### config.mk
export PLATFORM = sky130hd
export DESIGN_NAME = x4_state_sequencer_flat
export DESIGN_NICKNAME = d
export VERILOG_FILES = /design/src/rtl/x4_seq_pkg.sv /design/src/rtl/x4_state_sequencer_if.sv /design/src/rtl/x4_shift_bank.sv /design/src/rtl/x4_state_sequencer.sv /design/src/flat_wrapper.sv
export SDC_FILE = /design/constraint.sdc
export NUM_CORES = 1
export LEC_CHECK = 0
export CORE_ASPECT_RATIO = 0.6
export CORE_MARGIN = 2
export CORE_UTILIZATION = 48
export CTS_CLUSTER_DIAMETER = 40
export DETAILED_ROUTE_END_ITERATION = 8
export PLACE_DENSITY = 0.72
export SLEW_MARGIN = 10
export SYNTH_ARGS = -nofsm -noshare
export SYNTH_HDL_FRONTEND = slang
export SYNTH_SLANG_ARGS = --single-unit
### constraint.sdc
create_clock -name clk -period 3 [get_ports clk]
set_input_delay 0.6 -clock clk [delete_from_list [all_inputs] [get_ports clk]]
set_output_delay 0.6 -clock clk [all_outputs]
set_load 0.03 [all_outputs]
### src/rtl/x4_seq_pkg.sv
// Shared types and constants for the x4 state sequencer.
//   x4_seq_state_t : sequencer FSM states
//   PHASE_W        : width of the rotation-pass counter exported to x4
package x4_seq_pkg;

  typedef enum logic [1:0] {IDLE, LOAD, RUN, DRAIN} x4_seq_state_t;

  localparam int unsigned PHASE_W = 3;

endpackage

### src/rtl/x4_state_sequencer_if.sv
// Host-side load port and consumer-side drain port of the x4 state sequencer.
//   in_valid/in_ready/in_data    : host words into the shift bank
//   out_valid/out_ready/out_data : drained words to the consumer
//   master : the host/consumer side; slave : the sequencer
interface x4_state_sequencer_if #(
  parameter int unsigned DW = 8
);

  logic          in_valid;
  logic          in_ready;
  logic [DW-1:0] in_data;
  logic          out_valid;
  logic          out_ready;
  logic [DW-1:0] out_data;

  modport master (
    output in_valid, in_data, out_ready,
    input  in_ready, out_valid, out_data
  );

  modport slave (
    input  in_valid, in_data, out_ready,
    output in_ready, out_valid, out_data
  );

endinterface

### src/rtl/x4_shift_bank.sv
// DEPTH-stage shift register of DW-bit words.
//   clk, rst_n : clock, async active-low reset (clears every stage)
//   shift_en   : move sr[i+1] into sr[i] and load tail_in into sr[DEPTH-1]
//   tail_in    : new tail word
//   sr         : full array read, sr[0] is the head
module x4_shift_bank #(
  parameter int unsigned DW    = 8,
  parameter int unsigned DEPTH = 16
) (
  input  logic                       clk,
  input  logic                       rst_n,
  input  logic                       shift_en,
  input  logic [DW-1:0]              tail_in,
  output logic [DEPTH-1:0][DW-1:0]   sr
);

  logic [DEPTH-1:0][DW-1:0] sr_q;
  logic [DEPTH-1:0][DW-1:0] sr_d;

  // Next bank contents: hold, or shift toward the head with a new tail.
  always_comb begin
    sr_d = sr_q;
    if (shift_en) begin
      sr_d = {tail_in, sr_q[DEPTH-1:1]};
    end
  end

  always_ff @(posedge clk or negedge rst_n) begin
    if (!rst_n) begin
      sr_q <= '0;
    end else begin
      sr_q <= sr_d;
    end
  end

  assign sr = sr_q;

endmodule

### src/rtl/x4_state_sequencer.sv
// Registered sequencing stage downstream of the x4 control logic: loads DEPTH
// host words, applies ROUNDS rotation passes (each word XORed with the pass
// index), then drains the words through a valid/ready port.
//   clk, rst_n : clock, async active-low reset
//   abort      : synchronous return to IDLE, beats any handshake
//   bus        : load port (in_*) and drain port (out_*), slave side
//   step_cnt   : step counter exported to x4
//   phase      : current rotation pass exported to x4
//   busy       : sequencer is not IDLE
//   done       : one-cycle pulse after the last drained word
module x4_state_sequencer
  import x4_seq_pkg::*;
#(
  parameter int unsigned DW     = 8,
  parameter int unsigned DEPTH  = 16,
  parameter int unsigned ROUNDS = 4,
  parameter int unsigned CW     = 5
) (
  input  logic                 clk,
  input  logic                 rst_n,
  input  logic                 abort,
  x4_state_sequencer_if.slave  bus,
  output logic [CW-1:0]        step_cnt,
  output logic [PHASE_W-1:0]   phase,
  output logic                 busy,
  output logic                 done
);

  localparam logic [CW-1:0]      STEP_LAST  = CW'(DEPTH - 1);
  localparam logic [PHASE_W-1:0] PHASE_LAST = PHASE_W'(ROUNDS - 1);

  x4_seq_state_t        state_q, state_d;
  logic [CW-1:0]        step_q, step_d;
  logic [PHASE_W-1:0]   phase_q, phase_d;
  logic                 done_q, done_d;
  logic                 in_ready_q, in_ready_d;
  logic                 out_valid_q, out_valid_d;
  logic                 busy_q, busy_d;

  logic                      shift_en;
  logic [DW-1:0]             tail;
  logic [DEPTH-1:0][DW-1:0]  sr;
  logic                      accept;
  logic                      xfer;
  logic                      sr_upper_unused;

  // Handshakes qualified by the registered ready/valid the other side sees.
  assign accept = bus.in_valid  & in_ready_q;
  assign xfer   = bus.out_ready & out_valid_q;

  x4_shift_bank #(
    .DW    (DW),
    .DEPTH (DEPTH)
  ) u_bank (
    .clk      (clk),
    .rst_n    (rst_n),
    .shift_en (shift_en),
    .tail_in  (tail),
    .sr       (sr)
  );

  // Only the head is observed here; the rest of the bank recirculates internally.
  assign sr_upper_unused = ^sr[DEPTH-1:1];

  // State register, counters and registered outputs.
  always_ff @(posedge clk or negedge rst_n) begin
    if (!rst_n) begin
      state_q     <= IDLE;
      step_q      <= '0;
      phase_q     <= '0;
      done_q      <= 1'b0;
      in_ready_q  <= 1'b1;
      out_valid_q <= 1'b0;
      busy_q      <= 1'b0;
    end else begin
      state_q     <= state_d;
      step_q      <= step_d;
      phase_q     <= phase_d;
      done_q      <= done_d;
      in_ready_q  <= in_ready_d;
      out_valid_q <= out_valid_d;
      busy_q      <= busy_d;
    end
  end

  // Next state and counters.
  always_comb begin
    state_d = state_q;
    step_d  = step_q;
    phase_d = phase_q;
    done_d  = 1'b0;
    if (abort) begin
      state_d = IDLE;
      step_d  = '0;
      phase_d = '0;
    end else begin
      case (state_q)
        IDLE: begin
          if (accept) begin
            state_d = LOAD;
            step_d  = CW'(1);
          end
        end
        LOAD: begin
          if (accept) begin
            if (step_q == STEP_LAST) begin
              state_d = RUN;
              step_d  = '0;
              phase_d = '0;
            end else begin
              step_d = step_q + CW'(1);
            end
          end
        end
        RUN: begin
          if (step_q == STEP_LAST) begin
            step_d = '0;
            // Last pass finished: phase stays at ROUNDS-1 through DRAIN.
            if (phase_q == PHASE_LAST) begin
              state_d = DRAIN;
            end else begin
              phase_d = phase_q + PHASE_W'(1);
            end
          end else begin
            step_d = step_q + CW'(1);
          end
        end
        DRAIN: begin
          if (xfer) begin
            if (step_q == STEP_LAST) begin
              state_d = IDLE;
              step_d  = '0;
              phase_d = '0;
              done_d  = 1'b1;
            end else begin
              step_d = step_q + CW'(1);
            end
          end
        end
        default: state_d = IDLE;
      endcase
    end
  end

  // Bank control and next values of the registered port outputs.
  always_comb begin
    shift_en    = 1'b0;
    tail        = '0;
    in_ready_d  = (state_d == IDLE) || (state_d == LOAD);
    out_valid_d = (state_d == DRAIN);
    busy_d      = (state_d != IDLE);
    if (!abort) begin
      case (state_q)
        IDLE, LOAD: begin
          if (accept) begin
            shift_en = 1'b1;
            tail     = bus.in_data;
          end
        end
        RUN: begin
          shift_en = 1'b1;
          tail     = sr[0] ^ DW'(phase_q);
        end
        DRAIN: begin
          shift_en = xfer;
        end
        default: ;
      endcase
    end
  end

  assign bus.in_ready  = in_ready_q;
  assign bus.out_valid = out_valid_q;
  assign bus.out_data  = sr[0];
  assign step_cnt      = step_q;
  assign phase         = phase_q;
  assign busy          = busy_q;
  assign done          = done_q;

endmodule

### src/flat_wrapper.sv
// flat-port wrapper written by rule: the top's interface ports become plain ports
module x4_state_sequencer_flat import x4_seq_pkg::*;
#(
  parameter int unsigned DW     = 8,
  parameter int unsigned DEPTH  = 16,
  parameter int unsigned ROUNDS = 4,
  parameter int unsigned CW     = 5
)
  (clk, rst_n, abort, step_cnt, phase, busy, done, bus_in_valid, bus_in_data, bus_out_ready, bus_in_ready, bus_out_valid, bus_out_data);
  x4_state_sequencer_if #(.DW(DW)) bus_i ();
  input  logic clk;
  input  logic rst_n;
  input  logic abort;
  output logic [CW-1:0] step_cnt;
  output logic [PHASE_W-1:0] phase;
  output logic busy;
  output logic done;
  input wire logic [$bits(bus_i.in_valid)-1:0] bus_in_valid;
  input wire logic [$bits(bus_i.in_data)-1:0] bus_in_data;
  input wire logic [$bits(bus_i.out_ready)-1:0] bus_out_ready;
  output wire logic [$bits(bus_i.in_ready)-1:0] bus_in_ready;
  output wire logic [$bits(bus_i.out_valid)-1:0] bus_out_valid;
  output wire logic [$bits(bus_i.out_data)-1:0] bus_out_data;
  assign bus_i.in_valid = bus_in_valid;
  assign bus_i.in_data = bus_in_data;
  assign bus_i.out_ready = bus_out_ready;
  assign bus_in_ready = bus_i.in_ready;
  assign bus_out_valid = bus_i.out_valid;
  assign bus_out_data = bus_i.out_data;
  x4_state_sequencer #(.DW(DW), .DEPTH(DEPTH), .ROUNDS(ROUNDS), .CW(CW)) u_core (.clk(clk), .rst_n(rst_n), .abort(abort), .bus(bus_i), .step_cnt(step_cnt), .phase(phase), .busy(busy), .done(done));
endmodule
==> impl_metrics.csv, run 1 <==
group,metric,value,unit
run_status,status,"finished clean",
clock_tree,cts_setup_buffers,0,
drt,drt_pass1_iterations,4,
power,power.switching,1.50,mW
layout,layout.cells.non_filler,579,
layout,final_common_cell,"dfrtp_1",
power,pwr-share-clk,34.3,%
place,dp_cells,547,
timing,fin_hold_ws,0.172,ns
setup_path,slowest_delay,0.56,ns
logic_synthesis,synthCells,377,
timing,grt_setup_unrepaired,"no",
floorplanning,std_cell_rows,30,
setup_path,r2r_start,"u_core.state_q[1]",
floorplanning,start_util,49.7,%
layout,drive_above_1_share,33.4,%
logic_synthesis,async_flop_share,100,%
power,p_per_area,909,nW/um2
grt,met3_usage,5.52,%
logic_synthesis,syn-num-nets,393,
grt,grt_max_degree,65,
setup_path,rr_worst_depth,4,
clock_tree,clkLatencyLatePin,0.41,ns
timing,maxSlewHeadroom,48.0,%
logic_synthesis,ys_types,43,
min_path,hp-class,"input pin to asynchronous set/reset pin",
place,port_buffers,32,
grt,use_met2,21.3,%
setup_path,critPathCaptureType,"flop",
grt,grt_pass1_vias,2936,
timing,period_needed,2.25,ns
timing,slew_viol_final,0,
power,p_int,4.60,mW
power,p_leak,2.97,nW
drt,drc_errors,0,
setup_path,r2r_slack,0.90,ns
layout,layout_common_cells,"dfrtp_1, mux2_2, clkdlybuf4s50_1, mux2_1, clkbuf_16",
timing,final-setup-viol-count,0,
timing,setup_slack,0.749,ns
power,vdd_ir_drop_max,0.000544,V
clock_tree,cts_tree,"yes",
layout,design_area,6700,um2
timing,period_share,75.0,%
clock_tree,cts-root-buf,"clkbuf_16",
clock_tree,cts-buffers-inserted,17,
floorplanning,die-height,88.2,um
layout,syn_to_final_growth,18.3,%
place,post-place-ws,0.348,ns
grt,globalRouteMet1Util,23.9,%
clock_tree,cts_hold_buf,0,
setup_path,r2r_end,"u_core.u_bank.sr[92]",
logic_synthesis,synth_seq_area_share,62.7,%
setup_path,setup.worst_path.start,"bus_out_ready",
grt,grt_pass1_wl,15400,um
setup_path,worstPathArrival,2.54,ns
clock_tree,clkSinkCount,142,
floorplanning,die_w,144,um
setup_path,crit_required,3.29,ns
clock_tree,htree_num_levels,4,
power,power,6.09,mW
timing,setup_tns,0,ns
setup_path,worstSetupPathType,"input pin to flop",
floorplanning,io_pins,33,
setup_path,critPathSlowestCell,"clkdlybuf4s50_1",
timing,hold_viol,0,
floorplanning,die_area,12700,um2
grt,grt_overflow,0,
drt,drt_iter0_markers,214,
power,seq_power_share,49.2,%
drt,routed_via_density,5.25,
place,gp_congestion,0.814,
drt,num_vias,3038,
grt,busiest_layer,"met1",
logic_synthesis,syn-cell-area,5670,um2
logic_synthesis,ys_ff_latch,142,
clock_tree,cts_buffer_depth,2,
timing,fmax,0.444,GHz
setup_path,critPathMaxFanout,51,
layout,final_nets,422,
place,dp_hpwl,5690,um
logic_synthesis,synth.yosys.warnings,0,
clock_tree,cts_resized,0,
layout,finalCoreUtilization,58.7,%
timing,skew,0.00967,ns
clock_tree,clk_pin_slew,0.06,ns
floorplanning,core,11400,um2
drt,wl_per_cell,15.4,um
layout,diodes,0,
setup_path,startpoint_type,"input pin",
logic_synthesis,synth_edf_count,0,
setup_path,crit_chain,"clkdlybuf4s50_1 > nand2_1 > a311oi_4 > buf_12 > mux2_2",
logic_synthesis,avgSynthCellArea,15.0,um2
power,switching_share,24.5,%
drt,ant_nets,0,
logic_synthesis,synthFlopType,"dfrtp_1",
drt,wl,8930,um
grt,grt_use_total,16.0,%
power,combPwrFrac,16.4,%
run,max-cap-violations,0,
setup_path,endpoint,"u_core.u_bank.sr[92]",
timing,worst_pin_slew,0.775,ns
place,placed_area,6100,um2
grt,antenna_found_initial,0,
==> critical path: cells and delay by family <==
kind	cells	cell delay [ns]
compound gates	1	0.54
buf+inv	2	0.89
mux	1	0.37
simple gates	1	0.12
==> layer usage <==
layer  share of wire (%)  wire length (um)  vias up
met3                 4.3               388       15
met5                   0                 0        -
met2                  42              3730       59
li1                    -                 -     1399
met4                 1.7               154        0
met1                  52              4660     1565
==> state kept, by name, summed over array words and instances (netlist names) <==
signal and cells:
u_core.bus.in_ready 1, u_core.bus.out_valid 1, u_core.busy 1, u_core.done 1, u_core.phase 3, u_core.state_q 2, u_core.step_cnt 5, u_core.u_bank.sr 128
==> cell families after synthesis <==
logic type / synth area share [%]
and+or+nand+nor: 3.73
muxes: 24.2
AOI/OAI and AO/OA: 4.28
xor gates and xnor gates: 0.464
adders and majority gates: 0.662
DFF: 62.7
buffers and inverters: 3.95
==> power by group through the flow <==
stage                     sequential (mW)  combinational (mW)  clock, mW
after floorplan                      2.89               0.842          0
final                                3.00                1.00       2.09
after CTS                            3.01                1.02       2.14
after global routing                 3.10                1.10       2.23
after global placement               3.00               0.963          0
after detailed placement             3.04                1.01          0
==> cell type report <==
cell class / count / area (um2)
well taps: 160 / 200
clock inverters: 9 / 108
flip-flops and latches: 142 / 3550
multi-input cells: 203 / 1910
clock buffers: 23 / 498
inverters: 3 / 11.3
repair buffers: 39 / 424
fillers: 886 / 4710
==> cell usage after synthesis, types with 3 or more instances <==
cell      instances  area (um2)
ha_1              3        37.5
mux2_1           24         270
o21ai_0           4        20.0
nand3_1           4        20.0
mux2_2           96        1080
a21oi_1          11        55.1
inv_1             3        11.3
nor2_1           14        52.6
dfrtp_1         141        3530
nand2_1           6        22.5
clkbuf_1          4        15.0
xor2_1            3        26.3
buf_4            19         143
a22oi_1           8        60.1
buf_6             4        45.0
==> worst min path at each step <==
| stage | from | to | slack (ns) | depth (start not counted) |
|---|---|---|---|---|
| 2_1_floorplan | rst_n | u_core.bus.out_valid | 0.30 | 0 |
| 3_3_place_gp | u_core.u_bank.sr[106] | u_core.u_bank.sr[106] | 0.47 | 1 |
| 3_5_place_dp | u_core.u_bank.sr[108] | u_core.u_bank.sr[108] | 0.47 | 1 |
| 4_1_cts | rst_n | u_core.u_bank.sr[92] | 0.19 | 1 |
| 5_1_grt | rst_n | u_core.u_bank.sr[84] | 0.21 | 1 |
| 6_report | rst_n | u_core.u_bank.sr[84] | 0.17 | 1 |
(Power assumes the default switching activity.)
==> inputs of run 2 (changes only) <==
==> constraint.sdc (replaced) <==
create_clock -name clk -period 2.3 [get_ports clk]
set_input_delay 0.46 -clock clk [delete_from_list [all_inputs] [get_ports clk]]
set_output_delay 0.46 -clock clk [all_outputs]
set_load 0.03 [all_outputs]
==> impl_metrics.csv, run 2 (synthesized netlist as in run 1, its figures left out) <==
group,metric,value,unit
timing,hold_viol,5,
setup_path,r2r_start,"u_core.phase[0]",
setup_path,r2r_end,"u_core.phase[0]",
place,port_buffers,32,
layout,final_nets,431,
timing,maxSlewHeadroom,67.2,%
layout,drive_above_1_share,35.0,%
setup_path,critPathCaptureType,"output port",
setup_path,crit_chain,"clkdlybuf4s50_1",
layout,final_common_cell,"dfrtp_1",
setup_path,cp_top_family,"buffers and inverters",
layout,layout_common_cells,"dfrtp_1, mux2_2, clkdlybuf4s50_1, mux2_1, clkbuf_16",
layout,multi_input_area,1910,um2
setup_path,crit_required,1.84,ns
drt,wl_per_cell,15.7,um
clock_tree,clk_pin_slew,0.06,ns
floorplanning,core,11400,um2
drt,routed_via_density,5.11,
clock_tree,htree_num_levels,4,
floorplanning,die-height,88.2,um
floorplanning,die_area,12700,um2
drt,drc_errors,0,
setup_path,slowest_delay,0.68,ns
timing,fmax,0.476,GHz
power,p_leak,3.05,nW
run_status,violations,"hold timing",
grt,grt_max_degree,52,
clock_tree,cts_resized,0,
drt,drt_iter0_markers,159,
setup_path,critical_path_buf_inv_count,1,
floorplanning,start_util,49.7,%
grt,grt_pass1_vias,3124,
floorplanning,std_cell_rows,30,
clock_tree,cts_tree,"yes",
layout,syn_to_final_growth,20.9,%
place,dp_hpwl,5960,um
floorplanning,io_pins,33,
timing,skew,0.00867,ns
floorplanning,die_w,144,um
grt,grt_pass1_wl,15700,um
clock_tree,clkSinkCount,142,
layout,seqCellArea,3550,um2
layout,finalCoreUtilization,60.1,%
place,gp_congestion,0.774,
min_path,hp-class,"input pin to asynchronous set/reset pin",
run,max-cap-violations,0,
setup_path,critPathSlowestCell,"clkdlybuf4s50_1",
timing,period_needed,2.10,ns
setup_path,startpoint_type,"flop",
layout,nFillCells,906,
drt,wl,9210,um
timing,setup_tns,0,ns
clock_tree,cts_buffer_depth,2,
power,vdd_ir_drop_max,0.000580,V
timing,period_share,91.3,%
grt,antenna_found_initial,0,
timing,worst_pin_slew,0.492,ns
timing,grt_setup_unrepaired,"no",
timing,fin_hold_ws,-0.0175,ns
grt,grt_use_total,16.3,%
clock_tree,clkLatencyLatePin,0.40,ns
drt,ant_nets,0,
layout,diodes,0,
setup_path,worstPathArrival,1.64,ns
grt,grt_overflow,0,
clock_tree,cts-buffers-inserted,17,
setup_path,r2r_slack,0.31,ns
clock_tree,cts-root-buf,"clkbuf_16",
clock_tree,cts_hold_buf,0,
timing,slew_viol_final,0,
drt,drt_pass1_iterations,5,
run_status,status,"finished, violations left",
setup_path,rr_worst_depth,6,
clock_tree,cts_setup_buffers,0,
timing,final-setup-viol-count,0,
layout,largest_reg_flops,128,
setup_path,worstSetupPathType,"flop to output port",
setup_path,critPathMaxFanout,4,
drt,num_vias,3005,
power,p_per_area,1190,nW/um2
[run 2: changes by cell type in the layout (fill, tap and decap cells not counted), sizes merged]
cell and change:
clkinvlp -1, bufinv +2, buf +9, clkbuf -4, clkinv +1, inv +2
[run 2: worst register-to-register path: stages (launching register included)]
cell and delay (ns):
dfrtp_1 0.43, ha_1 0.22, ha_1 0.21, or3b_2 0.46, a31oi_2 0.27, mux2i_1 0.24
nor2_1 0.05
[run 2: power breakdown]
group	internal [mW]	total [mW]	switching (mW)
Sequential	3.43	3.92	0.485
Clock	1.88	2.91	1.03
Combinational	0.841	1.34	0.501
[run 2: per-stage QoR]
stage	worst slack, ns	total power [mW]	area, um2	hold slack [ns]	instances
finish	0.200	8.17	6850	-0.0175	588
global route	0.150	8.61	6850	0.0280	588
global placement	0.0521	5.19	6210	0.441	556
detailed placement	0.0291	5.31	6210	0.445	556
CTS	0.185	8.27	6850	0.00872	588
floorplan	0.315	4.87	5670	0.164	377
[run 2: how the worst max path moves through the flow]
| stage | startpoint | end | cells after the start |
|---|---|---|---|
| 2_1_floorplan | u_core.phase[0] | u_core.phase[0] | 6 |
| 3_3_place_gp | bus_out_ready | u_core.u_bank.sr[69] | 6 |
| 3_5_place_dp | bus_out_ready | u_core.u_bank.sr[18] | 6 |
| 4_1_cts | u_core.bus.in_ready | bus_in_ready | 1 |
| 5_1_grt | u_core.bus.in_ready | bus_in_ready | 1 |
| 6_report | u_core.bus.in_ready | bus_in_ready | 1 |
[run 2: layout make-up]
class | instances | area share, %
Multi-Input combinational cell | 203 | 27.8
Clock inverter | 13 | 2.72
Sequential cell | 142 | 51.9
Timing Repair Buffer | 48 | 7.90
Clock buffer | 19 | 6.61
Inverter | 3 | 0.164
Tap cell | 160 | 2.92
[run 2: routing by layer]
layer,track usage [%],vias to the layer above,wire (um)
met3,4.43,2,359
met4,6.62,0,31
li1,-,1421,-
met2,24.2,38,4210
met1,23.2,1544,4600
met5,0,-,0
==> inputs of run 3 (changes only) <==
--- a/config.mk
+++ b/config.mk
@@ -11,7 +11,7 @@
 export CTS_CLUSTER_DIAMETER = 40
 export DETAILED_ROUTE_END_ITERATION = 8
 export PLACE_DENSITY = 0.72
-export SLEW_MARGIN = 10
+export SLEW_MARGIN = 20
 export SYNTH_ARGS = -nofsm -noshare
 export SYNTH_HDL_FRONTEND = slang
 export SYNTH_SLANG_ARGS = --single-unit
==> results of run 3 <==
The final DEF is identical to that of run 2; final timing and power are the same.
